<file path="src/rtl/input_debouncer.sv">
// input_debouncer: per-bit 2-flop sync + counter debounce for one button and N slide switches.
// Optional auto-repeat on the button press strobe when INPUT_DEBOUNCER_AUTOREPEAT_EN is defined.
`default_nettype none

module input_debouncer #(
  parameter int N_SLIDE_SWITCHES = 8,
  parameter int DEBOUNCE_CYCLES  = 10000,
  parameter int REPEAT_CYCLES    = 250000
) (
  input  logic                        i_clk,
  input  logic                        i_reset_n,
  input  logic                        i_btn,
  input  logic [N_SLIDE_SWITCHES-1:0] i_slide_switches,
  output logic [N_SLIDE_SWITCHES-1:0] o_slide_switches,
  output logic                        o_btn_level,
  output logic                        o_btn_pulse,
  output logic                        o_sw_changed
);

  localparam int              NI       = N_SLIDE_SWITCHES + 1;
  localparam int              BTN      = N_SLIDE_SWITCHES;
  localparam int              CW       = $clog2(DEBOUNCE_CYCLES) + 1;
  localparam logic [CW-1:0]   CNT_LAST = CW'(DEBOUNCE_CYCLES - 1);

  if (DEBOUNCE_CYCLES < 1 || DEBOUNCE_CYCLES > 65535) begin : g_bad_debounce
    $error("DEBOUNCE_CYCLES out of range 1..65535");
  end
  if (REPEAT_CYCLES < 2 || REPEAT_CYCLES > 16777215) begin : g_bad_repeat
    $error("REPEAT_CYCLES out of range 2..2^24-1");
  end

  // Bit BTN carries the button; the low bits are the slide switches.
  logic [NI-1:0] raw;
  logic [NI-1:0] sync_a;
  logic [NI-1:0] sync_b;
  logic [NI-1:0] stable;
  logic [NI-1:0] stable_nxt;
  logic          btn_pulse;
  logic          sw_changed;
  logic          press;
  logic          pulse_set;

  assign raw = {i_btn, i_slide_switches};

  always_ff @(posedge i_clk or negedge i_reset_n) begin
    if (!i_reset_n) begin
      sync_a <= '0;
      sync_b <= '0;
    end else begin
      sync_a <= raw;
      sync_b <= sync_a;
    end
  end

  for (genvar i = 0; i < NI; i++) begin : g_bit
    logic [CW-1:0] cnt;
    logic          hit;

    assign hit           = (sync_b[i] != stable[i]) && (cnt == CNT_LAST);
    assign stable_nxt[i] = hit ? sync_b[i] : stable[i];

    always_ff @(posedge i_clk or negedge i_reset_n) begin
      if (!i_reset_n) begin
        cnt <= '0;
      end else if ((sync_b[i] == stable[i]) || hit) begin
        cnt <= '0;
      end else begin
        cnt <= cnt + CW'(1);
      end
    end
  end

  assign press = ~stable[BTN] & stable_nxt[BTN];

`ifdef INPUT_DEBOUNCER_AUTOREPEAT_EN
  localparam logic [23:0] RPT_LAST = 24'(REPEAT_CYCLES - 1);
  logic [23:0] rpt_cnt;
  logic        rpt_fire;

  // Only fires while the button stays accepted across this edge, so a release never strobes.
  assign rpt_fire  = stable[BTN] & stable_nxt[BTN] & (rpt_cnt == RPT_LAST);
  assign pulse_set = press | rpt_fire;

  always_ff @(posedge i_clk or negedge i_reset_n) begin
    if (!i_reset_n) begin
      rpt_cnt <= '0;
    end else if (!stable_nxt[BTN] || press || rpt_fire) begin
      rpt_cnt <= '0;
    end else begin
      rpt_cnt <= rpt_cnt + 24'd1;
    end
  end
`else
  assign pulse_set = press;
`endif

  always_ff @(posedge i_clk or negedge i_reset_n) begin
    if (!i_reset_n) begin
      stable     <= '0;
      btn_pulse  <= 1'b0;
      sw_changed <= 1'b0;
    end else begin
      stable     <= stable_nxt;
      btn_pulse  <= pulse_set;
      sw_changed <= |(stable_nxt[N_SLIDE_SWITCHES-1:0] ^ stable[N_SLIDE_SWITCHES-1:0]);
    end
  end

  assign o_slide_switches = stable[N_SLIDE_SWITCHES-1:0];
  assign o_btn_level      = stable[BTN];
  assign o_btn_pulse      = btn_pulse;
  assign o_sw_changed     = sw_changed;

endmodule

`default_nettype wire

</file>
<file path="config.mk">
export PLATFORM = sky130hd
export DESIGN_NAME = input_debouncer
export DESIGN_NICKNAME = d
export VERILOG_FILES = /design/src/rtl/input_debouncer.sv
export SDC_FILE = /design/constraint.sdc
export NUM_CORES = 1
export LEC_CHECK = 0
export BUFFER_PORTS_ARGS = -buffer_cell sky130_fd_sc_hd__buf_2
export CAP_MARGIN = 10
export CORE_ASPECT_RATIO = 0.75
export CORE_MARGIN = 2
export CORE_UTILIZATION = 40
export CTS_BUF_LIST = sky130_fd_sc_hd__clkbuf_16
export DETAILED_ROUTE_END_ITERATION = 8
export RECOVER_POWER = 100
export SETUP_SLACK_MARGIN = 0.05
export SYNTH_ARGS = -nofsm -noshare
export SYNTH_HDL_FRONTEND = slang
export SYNTH_SLANG_ARGS = --single-unit
</file>
<file path="constraint.sdc">
create_clock -name i_clk -period 4.55 [get_ports i_clk]
set_input_delay 0.2275 -clock i_clk [delete_from_list [all_inputs] [get_ports i_clk]]
set_output_delay 0.2275 -clock i_clk [all_outputs]
set_load 0.01 [all_outputs]
</file>
==> results of run 1 <==
## power by group
| part | internal (W) | switching [W] |
|---|---|---|
| Sequential | 0.00149 | 0.0000274 |
| Clock | 0.000856 | 0.000580 |
| Combinational | 0.0000335 | 0.0000633 |
| Total | 0.00238 | 0.000671 |
## cell usage after synthesis (all sizes together) (13+ instances only)
cell | number | area share [%]
nor3 | 22 | 1.5
and3 | 30 | 2.5
nor4 | 26 | 2.2
nand3 | 41 | 3.6
or3 | 13 | 1.1
nand2 | 39 | 1.9
dfrtp | 164 | 55
buf | 14 | 0.93
xnor2 | 79 | 9.2
nor2 | 129 | 6.4
xor2 | 46 | 5.4
nand4 | 42 | 3.5
## state kept, by name, indices dropped and copies added (netlist names)
| register | count |
|---|---|
| g_bit.cnt | 135 |
| o_btn_pulse | 1 |
| o_sw_changed | 1 |
| stable | 9 |
| sync_a | 9 |
| sync_b | 9 |
## per-stage QoR
stage          area [sq um]  worst slack, ns  hold slack [ns]  total power [W]  utilization, %
2_1_floorplan          7510             2.81          -0.0681          0.00158               -
3_3_place_gp           7870             2.72            0.226          0.00163            42.7
3_5_place_dp           7870             2.67            0.235          0.00163            42.7
4_1_cts                8560             2.66            0.350          0.00309            46.4
5_1_grt                8540             2.57            0.352          0.00317            46.3
6_report               8540             2.69            0.331          0.00305            46.3
## worst min path at each step
stage / startpoint / end / slack [ns]
3_5_place_dp: i_reset_n / g_bit[4].cnt[10] / 0.24
3_3_place_gp: i_reset_n / g_bit[4].cnt[10] / 0.23
5_1_grt: sync_a[6] / sync_b[6] / 0.35
2_1_floorplan: i_reset_n / g_bit[0].cnt[0] / -0.07
4_1_cts: i_reset_n / g_bit[4].cnt[10] / 0.35
6_report: i_reset_n / g_bit[4].cnt[10] / 0.33
## kinds of logic (layout without fill, tap and decap cells)
group                      Yosys count  after routing  synth area share (%)
adders and majority gates            9              9                  1.50
muxes                                9              9                  1.35
and+or+nand+nor                    363            363                  25.1
xor gates and xnor gates           125            125                  14.6
DFF                                164            164                  54.6
buffers and inverters               22             72                  1.33
AOI/OAI and AO/OA                   22             22                  1.53
## repair_timing
action | 4_1_cts | 5_1_grt
hold buffers | 10 | 0
hold endpoints to repair | 67 | 0
endpoints found under the setup margin | 0 | 0
## final cells by class
type | count | area, sq um
Fill cell | 1708 | 9910
Clock buffer | 17 | 425
Tap cell | 247 | 309
Multi-Input combinational cell | 528 | 3310
Sequential cell | 164 | 4100
Inverter | 7 | 26.3
Timing Repair Buffer | 33 | 210
Clock inverter | 15 | 164
## layout by cell type (no fill, tap or decap), types with 17 or more instances in the layout
master     synthesis  final
nor2_1           129    129
xor2_1            46     46
xnor2_1           79     79
dfrtp_1          164    164
nand4_1           42     42
nand2_1           39     39
nand3_1           33     33
nor3_1            22     22
and3_1            27     28
clkbuf_16          0     17
nor4_1            26     26
## per-layer routing
| metal | share of wire (%) | wire length [microns] | up-vias | GRT usage, % |
|---|---|---|---|---|
| met5 | 0 | 0 | - | 0 |
| met2 | 45 | 6040 | 64 | 23.3 |
| met3 | 3.2 | 430 | 19 | 4.02 |
| met1 | 50 | 6770 | 2495 | 20.2 |
| li1 | - | - | 2554 | - |
| met4 | 1.5 | 207 | 0 | 6.03 |
==> impl_metrics.ini, run 1 <==
[setup_path]
critPathMaxFanout = 4
critPathMaxStageDelay_ns = 0.50
worst_ep_required_time_ns = 4.84
critPathLaunchType = register
critical_path_class = reg2reg
reg2reg_depth = 5
critical_path_cell_count = 5
r2r-start = g_bit[2].cnt[0]
worstPathArrival_ns = 2.16
crit_path_cell_trace = ha_1, and3_1, nand4_1, o22ai_1, or4_1
crit_end = o_sw_changed
regToRegSetupSlack_ns = 2.69
end_kind = register
path_delay_family = simple AND/OR/NAND/NOR gates
critPathBufInv = 0
crit_start = g_bit[2].cnt[0]
critPathSlowestCell = or4_1
r2r-end = o_sw_changed

[sta]
worst_pin_slew_ns = 0.680
fin_crit_ns = 1.86
finalClockSkew_ns = 0.00838
finalCritPeriodShare_pct = 41.0
setup_viol = 0
slew_violations = 0
fmax_ghz = 0.537
tns_ns = 0
hold_viol = 0
slew_headroom_pct = 54.6
rsz0062_at_grt = false

[pwr]
vdd_drop_max_mv = 0.201
p_leak_nw = 3.56
p_per_area_nw_per_um2 = 357

[cts]
path_clk_slew_ns = 0.06
clockBufferDepth = 2
root_buffer = clkbuf_16
clock_sinks = 164
tritoncts = yes
h-tree-depth = 4
postCtsSetupRepairBufs = 0
insertion_delay_ns = 0.43
ctsResizeCount = 0
numCtsBuffers = 17

[placed_design]
io_buffer_count = 21
dp.cells = 969
gp_congestion = 0.787
hpwl_microns = 9030

[routing]
num_vias = 5132
drcViolationCount = 0
wl_per_cell_microns = 13.3
wl_microns = 13400
drt_iter0_drc = 304
dr.pass1.iters = 4
ant_nets = 0
avgViaCountPerCell = 5.08

[global_route]
overflow = 0
grt.total_usage_pct = 15.0
grt_max_degree = 61
grt_pass1_wl_microns = 24000
first_global_vias = 5162
antenna_found_initial = 0

[min_path]
min_path_type = in2async

[synth]
synth-seq-cells = 164
synth-edff-count = 0
synth-async-reset-ratio_pct = 100
postSynthCellCount = 714
syn_nets = 734
synth_cell_type_count = 28
yosysWarnings = 0
avgSynthCellArea_sq_um = 10.5
syn_area_sq_um = 7510
yosysSeqAreaShare_pct = 54.6
synth-main-ff-cell = dfrtp_1

[floorplan]
die_h_microns = 123
rows = 43
core_sq_um = 18500
fp.dieW_microns = 162
start_util_pct = 40.7
num_io_pins = 22
die_area_sq_um = 19900

[cells_and_area]
final_cells = 1011
area_growth_pct = 13.8
n_antenna_cell = 0
drive_above_1_share_pct = 7.59
layout.nets = 771

[status]
outcome = complete, no violations

[run]
drv_cap = 0
(Power assumes the default switching activity.)
==> inputs of run 2 (changes only) <==
--- a/config.mk
+++ b/config.mk
@@ -5,6 +5,7 @@
 export SDC_FILE = /design/constraint.sdc
 export NUM_CORES = 1
 export LEC_CHECK = 0
+export ABC_AREA = 1
 export BUFFER_PORTS_ARGS = -buffer_cell sky130_fd_sc_hd__buf_2
 export CAP_MARGIN = 10
 export CORE_ASPECT_RATIO = 0.75
==> constraint.sdc (replaced) <==
create_clock -name i_clk -period 1.7 [get_ports i_clk]
set_input_delay 0.085 -clock i_clk [delete_from_list [all_inputs] [get_ports i_clk]]
set_output_delay 0.085 -clock i_clk [all_outputs]
set_load 0.01 [all_outputs]
==> run 2 against run 1 <==
  * Cell area increased by 13%
  * Critical path depth increased by 4
  * Power increased to 2.7 times the previous value
  * Synthesized cell count increased by 59%
  * Via count increased by 37%
  * Sequential share of layout area decreased by 5.5 points
==> impl_metrics.ini, run 2 <==
[synth]
synth-seq-cells = 164
synth_top_area_share_pct = 47.9
synth_cell_type_count = 25
synthTopCellsByArea = dfrtp_1, nor2_1, nand2_1, inv_1, nand3_1
synth_mux_area_share_pct = 0
synth_xor_area_share_pct = 4.19
synthAdderAreaFrac_pct = 1.31
yosysSeqAreaShare_pct = 47.9
synth_compound_area_share_pct = 2.48
synth-async-reset-ratio_pct = 100
netlist_top_cells_count = nor2_1, nand2_1, dfrtp_1
synth-edff-count = 0
synth_top_cell_by_area = dfrtp_1
synth_top_family_by_area = simple AND/OR/NAND/NOR gates
synth-main-ff-cell = dfrtp_1
syn_area_sq_um = 8570
postSynthCellCount = 1133
synth_most_common_cell = nor2_1
avgSynthCellArea_sq_um = 7.56
syn_nets = 1153
yosysWarnings = 0
yosys.area_share.simple_pct = 36.3

[cells_and_area]
n_antenna_cell = 0
mostFrequentLayoutCells = nor2_1, nand2_1, dfrtp_1
layout.nets = 1199
multi_input_area_sq_um = 3800
fillers = 2151
top_register = g_bit.cnt
final_cells = 1480
drive_above_1_share_pct = 5.45
largest_reg_flops = 135
area_growth_pct = 12.6
layout_commonest_cell = nor2_1
seq_area_sq_um = 4100

[routing]
dr.pass1.iters = 6
drt_iter0_drc = 496
num_vias = 7018
avgViaCountPerCell = 4.74
ant_nets = 0
wl_microns = 17500
wl_per_cell_microns = 11.8
drcViolationCount = 0

[setup_path]
worst_ep_required_time_ns = 2.00
end_kind = register
critPathLaunchType = register
worstPathArrival_ns = 1.86
critPathMaxFanout = 4
critical_path_class = reg2reg

[global_route]
first_global_vias = 6541
grt_pass1_wl_microns = 31000
antenna_found_initial = 0
grt.total_usage_pct = 16.8
grt_max_degree = 45
overflow = 0

[sta]
fmax_ghz = 0.640
setup_viol = 0
finalCritPeriodShare_pct = 91.9
slew_violations = 0
tns_ns = 0
finalClockSkew_ns = 0.00936
hold_viol = 0
slew_headroom_pct = 27.2
worst_pin_slew_ns = 1.09
rsz0062_at_grt = false
fin_crit_ns = 1.56

[pwr]
p_per_area_nw_per_um2 = 842
p_leak_nw = 4.29
design_power_total_w = 0.00812
vdd_drop_max_mv = 0.587

[placed_design]
gp_congestion = 0.911
hpwl_microns = 12600
dp.cells = 1438
io_buffer_count = 21

[floorplan]
num_io_pins = 22
die_h_microns = 131
die_area_sq_um = 22600
fp.dieW_microns = 173
start_util_pct = 40.7
rows = 46
core_sq_um = 21100

[cts]
postCtsSetupRepairBufs = 0
clockBufferDepth = 2
insertion_delay_ns = 0.42
numCtsBuffers = 17
tritoncts = yes
clock_sinks = 164
h-tree-depth = 4
root_buffer = clkbuf_16
path_clk_slew_ns = 0.06

[min_path]
min_path_type = in2reg

[status]
outcome = complete, no violations

[run]
drv_cap = 0
## run 2: area by class of cell
class / instances / area share [%]
Inverter: 153 / 5.95
Clock buffer: 17 / 4.41
Clock inverter: 15 / 1.62
Multi-Input combinational cell: 807 / 39.4
Timing Repair Buffer: 36 / 2.35
Tap cell: 288 / 3.73
Sequential cell: 164 / 42.5
## run 2: report_power, final
group | internal [W] | total (W) | switching (W)
clock | 0.00217 | 0.00382 | 0.00165
combinational | 0.0000835 | 0.000276 | 0.000192
sequential | 0.00397 | 0.00403 | 0.0000535
total | 0.00623 | 0.00812 | 0.00189
## run 2: logic make-up (layout without fill, tap and decap cells)
| family | after synthesis | count (layout) |
|---|---|---|
| AOI/OAI and AO/OA | 40 | 40 |
| DFF | 164 | 164 |
| adders and majority gates | 9 | 9 |
| xor gates and xnor gates | 41 | 41 |
| and+or+nand+nor | 717 | 717 |
| buffers and inverters | 162 | 221 |
## run 2: per-layer routing
layer	track usage (%)	up-vias	part of all wire (%)
met5	0	-	0
met2	24.7	119	41
li1	-	3684	-
met1	25.0	3199	54
met3	3.24	16	3.7
met4	5.78	0	1.3
## run 2: final timing paths
path	cells after the start	end	from	slack [ns]
min	2	sync_a[4]	i_slide_switches[4]	0.30
max	9	o_sw_changed	g_bit[4].cnt[0]	0.14
max in group asynchronous	3	g_bit[6].cnt[1]	i_reset_n	0.32
min reg2reg	0	sync_b[2]	sync_a[2]	0.35
min in group asynchronous	2	g_bit[4].cnt[8]	i_reset_n	0.40
max reg2reg	9	o_sw_changed	g_bit[4].cnt[0]	0.14
## run 2: through the flow
step / hold WS (ns) / utilization (%) / setup slack (ns) / instance area, sq um
5_1_grt: 0.290 / 45.8 / 0.0261 / 9650
3_5_place_dp: 0.0428 / 42.7 / 0.143 / 9000
2_1_floorplan: -0.211 / - / 0.364 / 8570
4_1_cts: 0.147 / 46.0 / 0.136 / 9690
6_report: 0.297 / 45.8 / 0.137 / 9650
3_3_place_gp: 0.0401 / 42.7 / 0.166 / 9000
## run 2: critical path: stages (launching register included)
cell and delay, ns:
dfrtp_1 0.41, ha_1 0.24, nand2_1 0.12, inv_2 0.05
nand2_2 0.09, nor2_1 0.05, nand3_1 0.11, nand2_1 0.13
nor2_1 0.18, nand2_1 0.07
## run 2: what timing repair did
action | 4_1_cts | 5_1_grt
endpoints found under the setup margin | 0 | 70
endpoints found under the hold margin | 150 | 0
resized for setup | 0 | 6
hold buffers | 10 | 0
